File: src/rtl/uart_cmd_decoder_if.sv
// UART command decoder bus bundle: receiver strobe, transmitter
// handshake and byte-write memory port.
interface uart_cmd_decoder_if;
  logic        rx_valid;
  logic [7:0]  rx_data;
  logic        tx_valid;
  logic [7:0]  tx_data;
  logic        tx_ready;
  logic        mem_req;
  logic [31:0] mem_addr;
  logic [7:0]  mem_wdata;
  logic        mem_gnt;

  modport slave (
    input  rx_valid, rx_data, tx_ready, mem_gnt,
    output tx_valid, tx_data, mem_req, mem_addr, mem_wdata
  );

  modport master (
    output rx_valid, rx_data, tx_ready, mem_gnt,
    input  tx_valid, tx_data, mem_req, mem_addr, mem_wdata
  );
endinterface

File: src/rtl/uart_cmd_decoder.sv
// Byte-stream command decoder: set address, set length and
// streamed byte writes, answering each command with ACK or NAK.
module uart_cmd_decoder #(
  parameter logic [7:0] ACK_BYTE = 8'h06,
  parameter logic [7:0] NAK_BYTE = 8'h15
) (
  input  logic                 clk,
  input  logic                 reset,
  uart_cmd_decoder_if.slave    bus,
  output logic [31:0]          addr_reg,
  output logic [31:0]          len_reg,
  output logic                 busy,
  output logic                 overrun
);

  localparam logic [2:0] IDLE   = 3'd0;
  localparam logic [2:0] ARG    = 3'd1;
  localparam logic [2:0] WDATA  = 3'd2;
  localparam logic [2:0] WISSUE = 3'd3;
  localparam logic [2:0] RESP   = 3'd4;

  localparam logic [7:0] OP_ADDR  = 8'h30;
  localparam logic [7:0] OP_LEN   = 8'h31;
  localparam logic [7:0] OP_WRITE = 8'h32;

  logic [2:0] state;
  logic [1:0] cnt;
  logic       tgt_len;

  assign busy = (state != IDLE);

  always_ff @(posedge clk) begin
    if (reset) begin
      state         <= IDLE;
      cnt           <= 2'd0;
      tgt_len       <= 1'b0;
      addr_reg      <= 32'd0;
      len_reg       <= 32'd0;
      overrun       <= 1'b0;
      bus.tx_valid  <= 1'b0;
      bus.tx_data   <= 8'd0;
      bus.mem_req   <= 1'b0;
      bus.mem_addr  <= 32'd0;
      bus.mem_wdata <= 8'd0;
    end else begin
      overrun <= 1'b0;
      unique case (state)
        IDLE: begin
          if (bus.rx_valid) begin
            unique case (1'b1)
              (bus.rx_data == OP_ADDR),
              (bus.rx_data == OP_LEN): begin
                state   <= ARG;
                cnt     <= 2'd0;
                tgt_len <= bus.rx_data[0];
              end
              (bus.rx_data == OP_WRITE): begin
                if (len_reg != 32'd0) begin
                  state <= WDATA;
                end else begin
                  state        <= RESP;
                  bus.tx_valid <= 1'b1;
                  bus.tx_data  <= ACK_BYTE;
                end
              end
              default: begin
                state        <= RESP;
                bus.tx_valid <= 1'b1;
                bus.tx_data  <= NAK_BYTE;
              end
            endcase
          end
        end
        ARG: begin
          if (bus.rx_valid) begin
            if (tgt_len)
              len_reg <= {len_reg[23:0], bus.rx_data};
            else
              addr_reg <= {addr_reg[23:0], bus.rx_data};
            cnt <= cnt + 2'd1;
            if (cnt == 2'd3) begin
              state        <= RESP;
              bus.tx_valid <= 1'b1;
              bus.tx_data  <= ACK_BYTE;
            end
          end
        end
        WDATA: begin
          if (bus.rx_valid) begin
            bus.mem_wdata <= bus.rx_data;
            bus.mem_addr  <= addr_reg;
            bus.mem_req   <= 1'b1;
            state         <= WISSUE;
          end
        end
        WISSUE: begin
          if (bus.rx_valid)
            overrun <= 1'b1;
          if (bus.mem_gnt) begin
            bus.mem_req <= 1'b0;
            addr_reg    <= addr_reg + 32'd1;
            len_reg     <= len_reg - 32'd1;
            // len_reg still holds the pre-decrement count here
            if (len_reg == 32'd1) begin
              state        <= RESP;
              bus.tx_valid <= 1'b1;
              bus.tx_data  <= ACK_BYTE;
            end else begin
              state <= WDATA;
            end
          end
        end
        RESP: begin
          if (bus.rx_valid)
            overrun <= 1'b1;
          if (bus.tx_ready) begin
            bus.tx_valid <= 1'b0;
            state        <= IDLE;
          end
        end
        default: state <= IDLE;
      endcase
    end
  end

endmodule

File: src/flat_wrapper.sv
// flat-port wrapper written by rule: the top's interface ports become plain ports
module uart_cmd_decoder_flat 
#(
  parameter logic [7:0] ACK_BYTE = 8'h06,
  parameter logic [7:0] NAK_BYTE = 8'h15
)
  (clk, reset, addr_reg, len_reg, busy, overrun, bus_rx_valid, bus_rx_data, bus_tx_ready, bus_mem_gnt, bus_tx_valid, bus_tx_data, bus_mem_req, bus_mem_addr, bus_mem_wdata);
  uart_cmd_decoder_if bus_i ();
  input  logic clk;
  input  logic reset;
  output logic [31:0] addr_reg;
  output logic [31:0] len_reg;
  output logic busy;
  output logic overrun;
  input wire logic [$bits(bus_i.rx_valid)-1:0] bus_rx_valid;
  input wire logic [$bits(bus_i.rx_data)-1:0] bus_rx_data;
  input wire logic [$bits(bus_i.tx_ready)-1:0] bus_tx_ready;
  input wire logic [$bits(bus_i.mem_gnt)-1:0] bus_mem_gnt;
  output wire logic [$bits(bus_i.tx_valid)-1:0] bus_tx_valid;
  output wire logic [$bits(bus_i.tx_data)-1:0] bus_tx_data;
  output wire logic [$bits(bus_i.mem_req)-1:0] bus_mem_req;
  output wire logic [$bits(bus_i.mem_addr)-1:0] bus_mem_addr;
  output wire logic [$bits(bus_i.mem_wdata)-1:0] bus_mem_wdata;
  assign bus_i.rx_valid = bus_rx_valid;
  assign bus_i.rx_data = bus_rx_data;
  assign bus_i.tx_ready = bus_tx_ready;
  assign bus_i.mem_gnt = bus_mem_gnt;
  assign bus_tx_valid = bus_i.tx_valid;
  assign bus_tx_data = bus_i.tx_data;
  assign bus_mem_req = bus_i.mem_req;
  assign bus_mem_addr = bus_i.mem_addr;
  assign bus_mem_wdata = bus_i.mem_wdata;
  uart_cmd_decoder #(.ACK_BYTE(ACK_BYTE), .NAK_BYTE(NAK_BYTE)) u_core (.clk(clk), .reset(reset), .bus(bus_i), .addr_reg(addr_reg), .len_reg(len_reg), .busy(busy), .overrun(overrun));
endmodule
File: config.mk
export PLATFORM = sky130hd
export DESIGN_NAME = uart_cmd_decoder_flat
export DESIGN_NICKNAME = d
export VERILOG_FILES = /design/src/rtl/uart_cmd_decoder_if.sv /design/src/rtl/uart_cmd_decoder.sv /design/src/flat_wrapper.sv
export SDC_FILE = /design/constraint.sdc
export NUM_CORES = 1
export LEC_CHECK = 0
export CORE_MARGIN = 5
export CORE_UTILIZATION = 56
export CTS_CLUSTER_SIZE = 14
export DETAILED_ROUTE_END_ITERATION = 8
export PLACE_DENSITY = 0.88
export SLEW_MARGIN = 0
export SYNTH_ARGS = -nofsm -noshare
export SYNTH_HDL_FRONTEND = slang
export SYNTH_SLANG_ARGS = --single-unit
File: constraint.sdc
create_clock -name clk -period 6.9 [get_ports clk]
set_input_delay 0.69 -clock clk [delete_from_list [all_inputs] [get_ports clk]]
set_output_delay 0.69 -clock clk [all_outputs]
set_load 0.01 [all_outputs]
==> out/results.tsv <==
stage	metric	value	unit
outcome	outcome	finished, final reports clean	
pwr	clock network fraction of design power	57.6	%
floorplanning	die area	0.0134	sq mm
critical_path	CP Capture Type	flip-flop	
grt	GRT Total Usage	28.8	%
grt	initial antenna violation count	0	
drt	vias per cell	6.45	
synth	Synth area leader	dfxtp_1	
timing	Slew HR	17.9	%
clock_tree	Post-CTS Setup Bufs	0	
synth	Synth Instances	843	
grt	final global-route overflow total	0	
synth	ys flop type	dfxtp_1	
timing	Final setup viols	0	
synth	Async SR Flop Fraction	0	%
critical_path	Crit Path Class	reg2reg	
pwr	combinational share of power	3.1	%
synth	xor and xnor area share after synthesis	0	%
layout	design area	0.00808	sq mm
floorplanning	row count	38	
layout	n_diodes	0	
synth	Area contributors post-synth	dfxtp_1 37%, nand2_1 8.7%, a21oi_1 8.5%	
clock_tree	Clock transition at path regs	0.06	ns
synth	synth unique cells	69	
timing	Fin. Hold Viols	0	
clock_tree	clock buffer count from CTS	17	
floorplanning	Ports	129	
pwr	Leakage	2.75	nW
clock_tree	Clk Latency, worst-skew pair	0.42	ns
placement	Port Buffers	124	
clock_tree	TritonCTS sink count	116	
clock_tree	hold_buf cts	0	
synth	flops & latches, synth	116	
drt	WL final	19600	microns
floorplanning	Starting Density	57.4	%
flow_run	Max Cap Viol	0	
placement	HPWL after detailed placement	12300	microns
drt	via count	6922	
critical_path	maximum fanout along the worst path	10	
synth	Mean Syn Cell Area	7.45	sq um
synth	YS warnings	0	
placement	routability congestion estimate	0.879	
drt	initial drt markers	882	
synth	share of the synthesized area in the top cell type	37.0	%
critical_path	Critical Path RT	7.20	ns
critical_path	cells on worst reg2reg path	7	
layout	Area Growth Syn to Fin	28.7	%
pwr	power per cell area	213	mW/mm^2
drt	DRC	0	
synth	synthesized-area fraction occupied by adder cells	0.797	%
drt	post-route ant nets	0	
layout	count of nets after finishing	938	
drt	wire per inst	18.3	microns
synth	Synth Cell Area	0.00628	sq mm
timing	RSZ-0062 raised after global routing	false	
drt	DRT Pass-1 Iters	6	
timing	Final Cycle Share	46.8	%
synth	Synth Area in Compound Gates	25.7	%
pwr	Sw Ratio	21.7	%
critical_path	Critical Path AT	3.53	ns
timing	Max Clk Rate	310	MHz
synth	largest family of logic cells by synthesized area	simple AND/OR/NAND/NOR gates	
placement	Post-DP Area	0.00742	sq mm
pwr	switching power	0.000375	W
hold_path	number of cells on the worst hold path	2	
clock_tree	Post-CTS Resized	0	
pwr	worst vdd rail ir drop	0.000161	V
pwr	Internal	0.00135	W
floorplanning	Die X	116	microns
clock_tree	CTS max path bufs	2	
layout	share of cells above drive strength 1	6.64	%
layout	FILL cells	819	
timing	skew final	0.00895	ns
floorplanning	Core Region	0.0109	sq mm
timing	Worst-Margin Slew	1.23	ns
pwr	sequential power share	39.3	%
clock_tree	CTS tree	built	
timing	setup_tns	0	ns
synth	Synth Area in Simple Gates	29.4	%
grt	largest net degree at the start of global routing	92	
grt	number of global-route vias before repair	6305	
synth	number of enable flip-flop cells after synthesis	0	
hold_path	Worst Hold Class	reg2reg	
grt	first-pass GRT wire length	31700	microns
clock_tree	CTS HTree Levels	4	
clock_tree	CTS Root Cell	clkbuf_16	
synth	post-synthesis mux area share	0.877	%
synth	sequential share of the synthesized area	37.0	%
critical_path	Setup crit start kind	flip-flop	
timing	Max Slew Vio Count	0	
floorplanning	DIE HEIGHT	116	microns
timing	Tmin final	3.23	ns
-- power by group through the flow --
stage | registers, W | logic [W] | clock network (W)
6_report | 0.000678 | 0.0000536 | 0.000993
5_1_grt | 0.000678 | 0.0000571 | 0.00103
4_1_cts | 0.000678 | 0.0000528 | 0.000993
3_5_place_dp | 0.000692 | 0.0000524 | 0
3_3_place_gp | 0.000692 | 0.0000522 | 0
2_1_floorplan | 0.000691 | 0.0000367 | 0
-- Yosys cell counts, types with 4 or more instances --
| master | number |
|---|---|
| a21oi_1 | 106 |
| o21a_1 | 4 |
| a22oi_1 | 7 |
| a21o_1 | 9 |
| a32o_1 | 4 |
| nand2b_1 | 10 |
| mux2i_1 | 4 |
| nor3_1 | 28 |
| nor3b_1 | 4 |
| o21ai_0 | 48 |
| and3_1 | 14 |
| dfxtp_1 | 116 |
| o41ai_1 | 5 |
| nor2_1 | 61 |
| o31ai_1 | 8 |
| or4_1 | 8 |
| clkbuf_1 | 65 |
| buf_4 | 6 |
| nor4_1 | 11 |
| a31oi_1 | 17 |
| nand3_1 | 22 |
| and2_1 | 7 |
| nand4_1 | 17 |
| o32ai_1 | 4 |
| a41oi_1 | 4 |
| inv_1 | 7 |
| nand2_1 | 146 |
| o22ai_1 | 8 |
| and4_1 | 5 |
| nand3b_1 | 6 |
| clkbuf_8 | 4 |
| or3_1 | 8 |
| a211oi_1 | 13 |
| ha_1 | 4 |
-- layout by cell type (no fill, tap or decap), types with 4 or more instances in the layout --
| cell | instances |
|---|---|
| o41ai_1 | 5 |
| clkbuf_16 | 17 |
| nand3b_1 | 6 |
| nand2_1 | 146 |
| clkdlybuf4s50_1 | 123 |
| a22oi_1 | 7 |
| and4_1 | 5 |
| nand2b_1 | 10 |
| o22ai_1 | 8 |
| a21oi_1 | 106 |
| or3_1 | 8 |
| a211oi_1 | 13 |
| conb_1 | 4 |
| and2_1 | 7 |
| a21o_1 | 9 |
| bufinv_16 | 5 |
| nor2_1 | 61 |
| nor3b_1 | 4 |
| o31ai_1 | 8 |
| a32o_1 | 4 |
| nand4_1 | 17 |
| o32ai_1 | 4 |
| nor3_1 | 27 |
| nor4_1 | 11 |
| a31oi_1 | 17 |
| or4_1 | 8 |
| o21ai_0 | 47 |
| mux2i_1 | 4 |
| o21a_1 | 4 |
| inv_1 | 7 |
| and3_1 | 14 |
| buf_4 | 11 |
| dfxtp_1 | 116 |
| a41oi_1 | 4 |
| ha_1 | 4 |
| nand3_1 | 22 |
-- critical path, cell delays in order, from the launching register on --
cell	delay [ns]
dfxtp_1	0.39
inv_1	0.09
ha_1	0.21
nor3b_1	0.68
nand4_1	0.48
and2_2	0.37
or4_4	0.58
mux2_4	0.31
-- final timing paths --
path                                               from                       to  slack (ns)
worst max-delay path                  u_core.len_reg[0]    u_core.bus.tx_data[1]        3.67
worst min-delay path            u_core.bus.mem_addr[25]  u_core.bus.mem_addr[25]        0.45
worst max register to register        u_core.len_reg[0]    u_core.bus.tx_data[1]        3.67
worst min register to register  u_core.bus.mem_addr[25]  u_core.bus.mem_addr[25]        0.45
-- metal layers --
| layer | part of all wire, % | vias up | global-route usage, % |
|---|---|---|---|
| li1 | - | 3234 | - |
| met1 | 40 | 3188 | 39.2 |
| met2 | 46 | 443 | 45.3 |
| met3 | 11 | 57 | 6.27 |
| met4 | 2.3 | 0 | 10.2 |
| met5 | 0 | - | 0 |
-- logic make-up after synthesis --
family / Yosys count
DFF: 116
muxes: 5
buffers and inverters: 85
adders and majority gates: 4
and+or+nand+nor: 369
other: 1
AOI/OAI and AO/OA: 263
-- stage by stage --
step	power, W	setup slack, ns	util (%)	std cells	hold slack, ns
2_1_floorplan	0.000727	4.09	-	846	0.458
3_3_place_gp	0.000745	3.80	67.8	1042	0.441
3_5_place_dp	0.000745	3.74	67.8	1042	0.446
4_1_cts	0.00172	3.78	73.9	1074	0.455
5_1_grt	0.00177	3.53	73.9	1074	0.473
6_report	0.00173	3.67	73.9	1074	0.454
-- final cells by class --
cell class	instances	area, sq um	area share, %
multi-input combinational	645	3580	44.3
sequential	116	2320	28.7
timing repair buffer	134	1310	16.3
clock buffer	18	439	5.43
clock inverter	14	223	2.76
tap	140	175	2.17
inverter	7	26.3	0.325
No activity file was read; power rests on OpenSTA's default activity.
==> RTL change: new RTL, same settings <==
Reset style: asynchronous (`reset`), changed in one clocked block.
--- a/src/rtl/uart_cmd_decoder.sv
+++ b/src/rtl/uart_cmd_decoder.sv
@@ -29,7 +29,7 @@
 
   assign busy = (state != IDLE);
 
-  always_ff @(posedge clk) begin
+  always_ff @(posedge clk or posedge reset) begin
     if (reset) begin
       state         <= IDLE;
       cnt           <= 2'd0;
Formal check against the unedited RTL: differs if reset is asserted again (counterexample within 4 cycles, from zero or initial values and one cycle with reset high); with reset held inactive, the same outputs for 4 cycles.
==> RTL change against the original RTL <==
Worst setup slack gained 99 ps. Wire length down 7.9%. Synthesized area hardly changed. Sequential cell count unchanged. Design area grew 0.81%. Count of clock-buffer cells in the layout increased by 5.
Power is not compared: it rests on default switching activity, and its combinational part moved more than twofold at a synthesized area within 25%.
==> RTL change: results (changes against the original RTL) <==
outcome:
  outcome: "finished, final reports clean"
critical_path:
  slowest_delay_ps: 850  # +170 ps
  r2r-end: "u_core.addr_reg[21]"
  rrSetupSlack_ps: 3770  # +100 ps
  crit_slowest_cell: "and2_2"
  cp_max_fo: 59  # +49
  crit_family: "simple AND/OR/NAND/NOR gates"
  arrival_ps: 3430  # -100 ps
  reg2reg_from: "u_core.state[1]"
placed_design:
  dpl.hpwl_microns: 11900  # -3.2%
  place_ws_ps: 3900  # +164 ps
  routabilityCongestion: 0.846  # -3.8%
detailed_routing:
  drtPass1Iterations: 7  # +1
  drtIter0Drc: 705  # -20%
  wl_per_cell_microns: 19.2  # +5.1%
  vias_per_cell: 6.44  # -0.11%
  wl_met3_microns: 1700  # -20%
  wl_met2_microns: 8910  # -2.1%
  wl_met1_microns: 7000  # -12%
sta:
  whs_ps: 477  # +22.7 ps
  fin_skew_ps: 9.62  # +0.668 ps
  fin_crit_sh_pct: 45.4  # -1.4 points
  max_slew_margin_pct: 32.5  # +15 points
logic_synthesis:
  yosysTopAreaCellShare_pct: 46.2  # +9.2 points
  synth_cell_types: 59  # -14%
  yosys-top-cells-count: "dfrtp_1, a21oi_1, nor2_1"
  synthAdderAreaFrac_pct: 0.797  # about the same
  netlist_top_cells_area: "dfrtp_1, mux2_2, a21oi_1"
  synth_compound_area_share_pct: 20.0  # -5.6 points
  ys_async_sr_fraction_pct: 100  # +100 points
  synth_xor_area_share_pct: 0  # unchanged
  yosysSeqAreaShare_pct: 46.2  # +9.2 points
  synth.area.mux_share_pct: 7.85  # +7.0 points
global_routing:
  grt_pass1_vias: 5847  # -7.3%
  grt_pass1_wl_microns: 29600  # -6.5%
  grtUsageTotal_pct: 27.6  # -1.2 points
  globalRouteMet2Util_pct: 46.1  # +0.73 points
  grtUsageMet3_pct: 7.05  # +0.78 points
  grt_max_degree: 73  # -21%
  use_met1_pct: 35.3  # -3.9 points
clocking:
  cts_buffer_depth: 2  # unchanged
  clk_latency_ps: 420  # about the same
  cts_root_buf: "clkbuf_16"
  clk_pin_slew_worst_paths_ps: 60  # about the same
  ctsResizeCount: 0  # unchanged
hold_path:
  min_path_cells: 1  # -1
  min_to: "u_core.bus.tx_data[2]"
  min_from: "u_core.bus.tx_data[2]"
cells_and_area:
  drive_gt1_share_pct: 13.0  # +6.3 points
  final_nets: 805  # -14%
## RTL change: changes by cell type in the layout (fill, tap and decap cells not counted), sizes merged, moves of 27 or more
cell	delta
dfrtp	+116
a21oi	-27
mux2	+41
dfxtp	-116
nand2	-79
## RTL change: final cells by class
cell class,count,area [sq um]
Multi-Input combinational cell,510,3130
Sequential cell,116,2900
Fill cell,715,2790
Timing Repair Buffer,131,1290
Clock buffer,23,468
Tap cell,140,175
Clock inverter,9,128
Inverter,12,47.5
## RTL change: where the power goes
part	total [W]	internal [W]	switching [W]
clock	0.000891	0.000584	0.000307
combinational	0.000187	0.0000960	0.0000911
sequential	0.000780	0.000714	0.0000653
## RTL change: through the flow
step | cell area [sq um] | power (W) | instances
3_5_place_dp | 7550 | 0.000974 | 909
2_1_floorplan | 6290 | 0.000862 | 688
5_1_grt | 8150 | 0.00192 | 941
3_3_place_gp | 7550 | 0.000965 | 909
4_1_cts | 8150 | 0.00186 | 941
6_report | 8150 | 0.00186 | 941
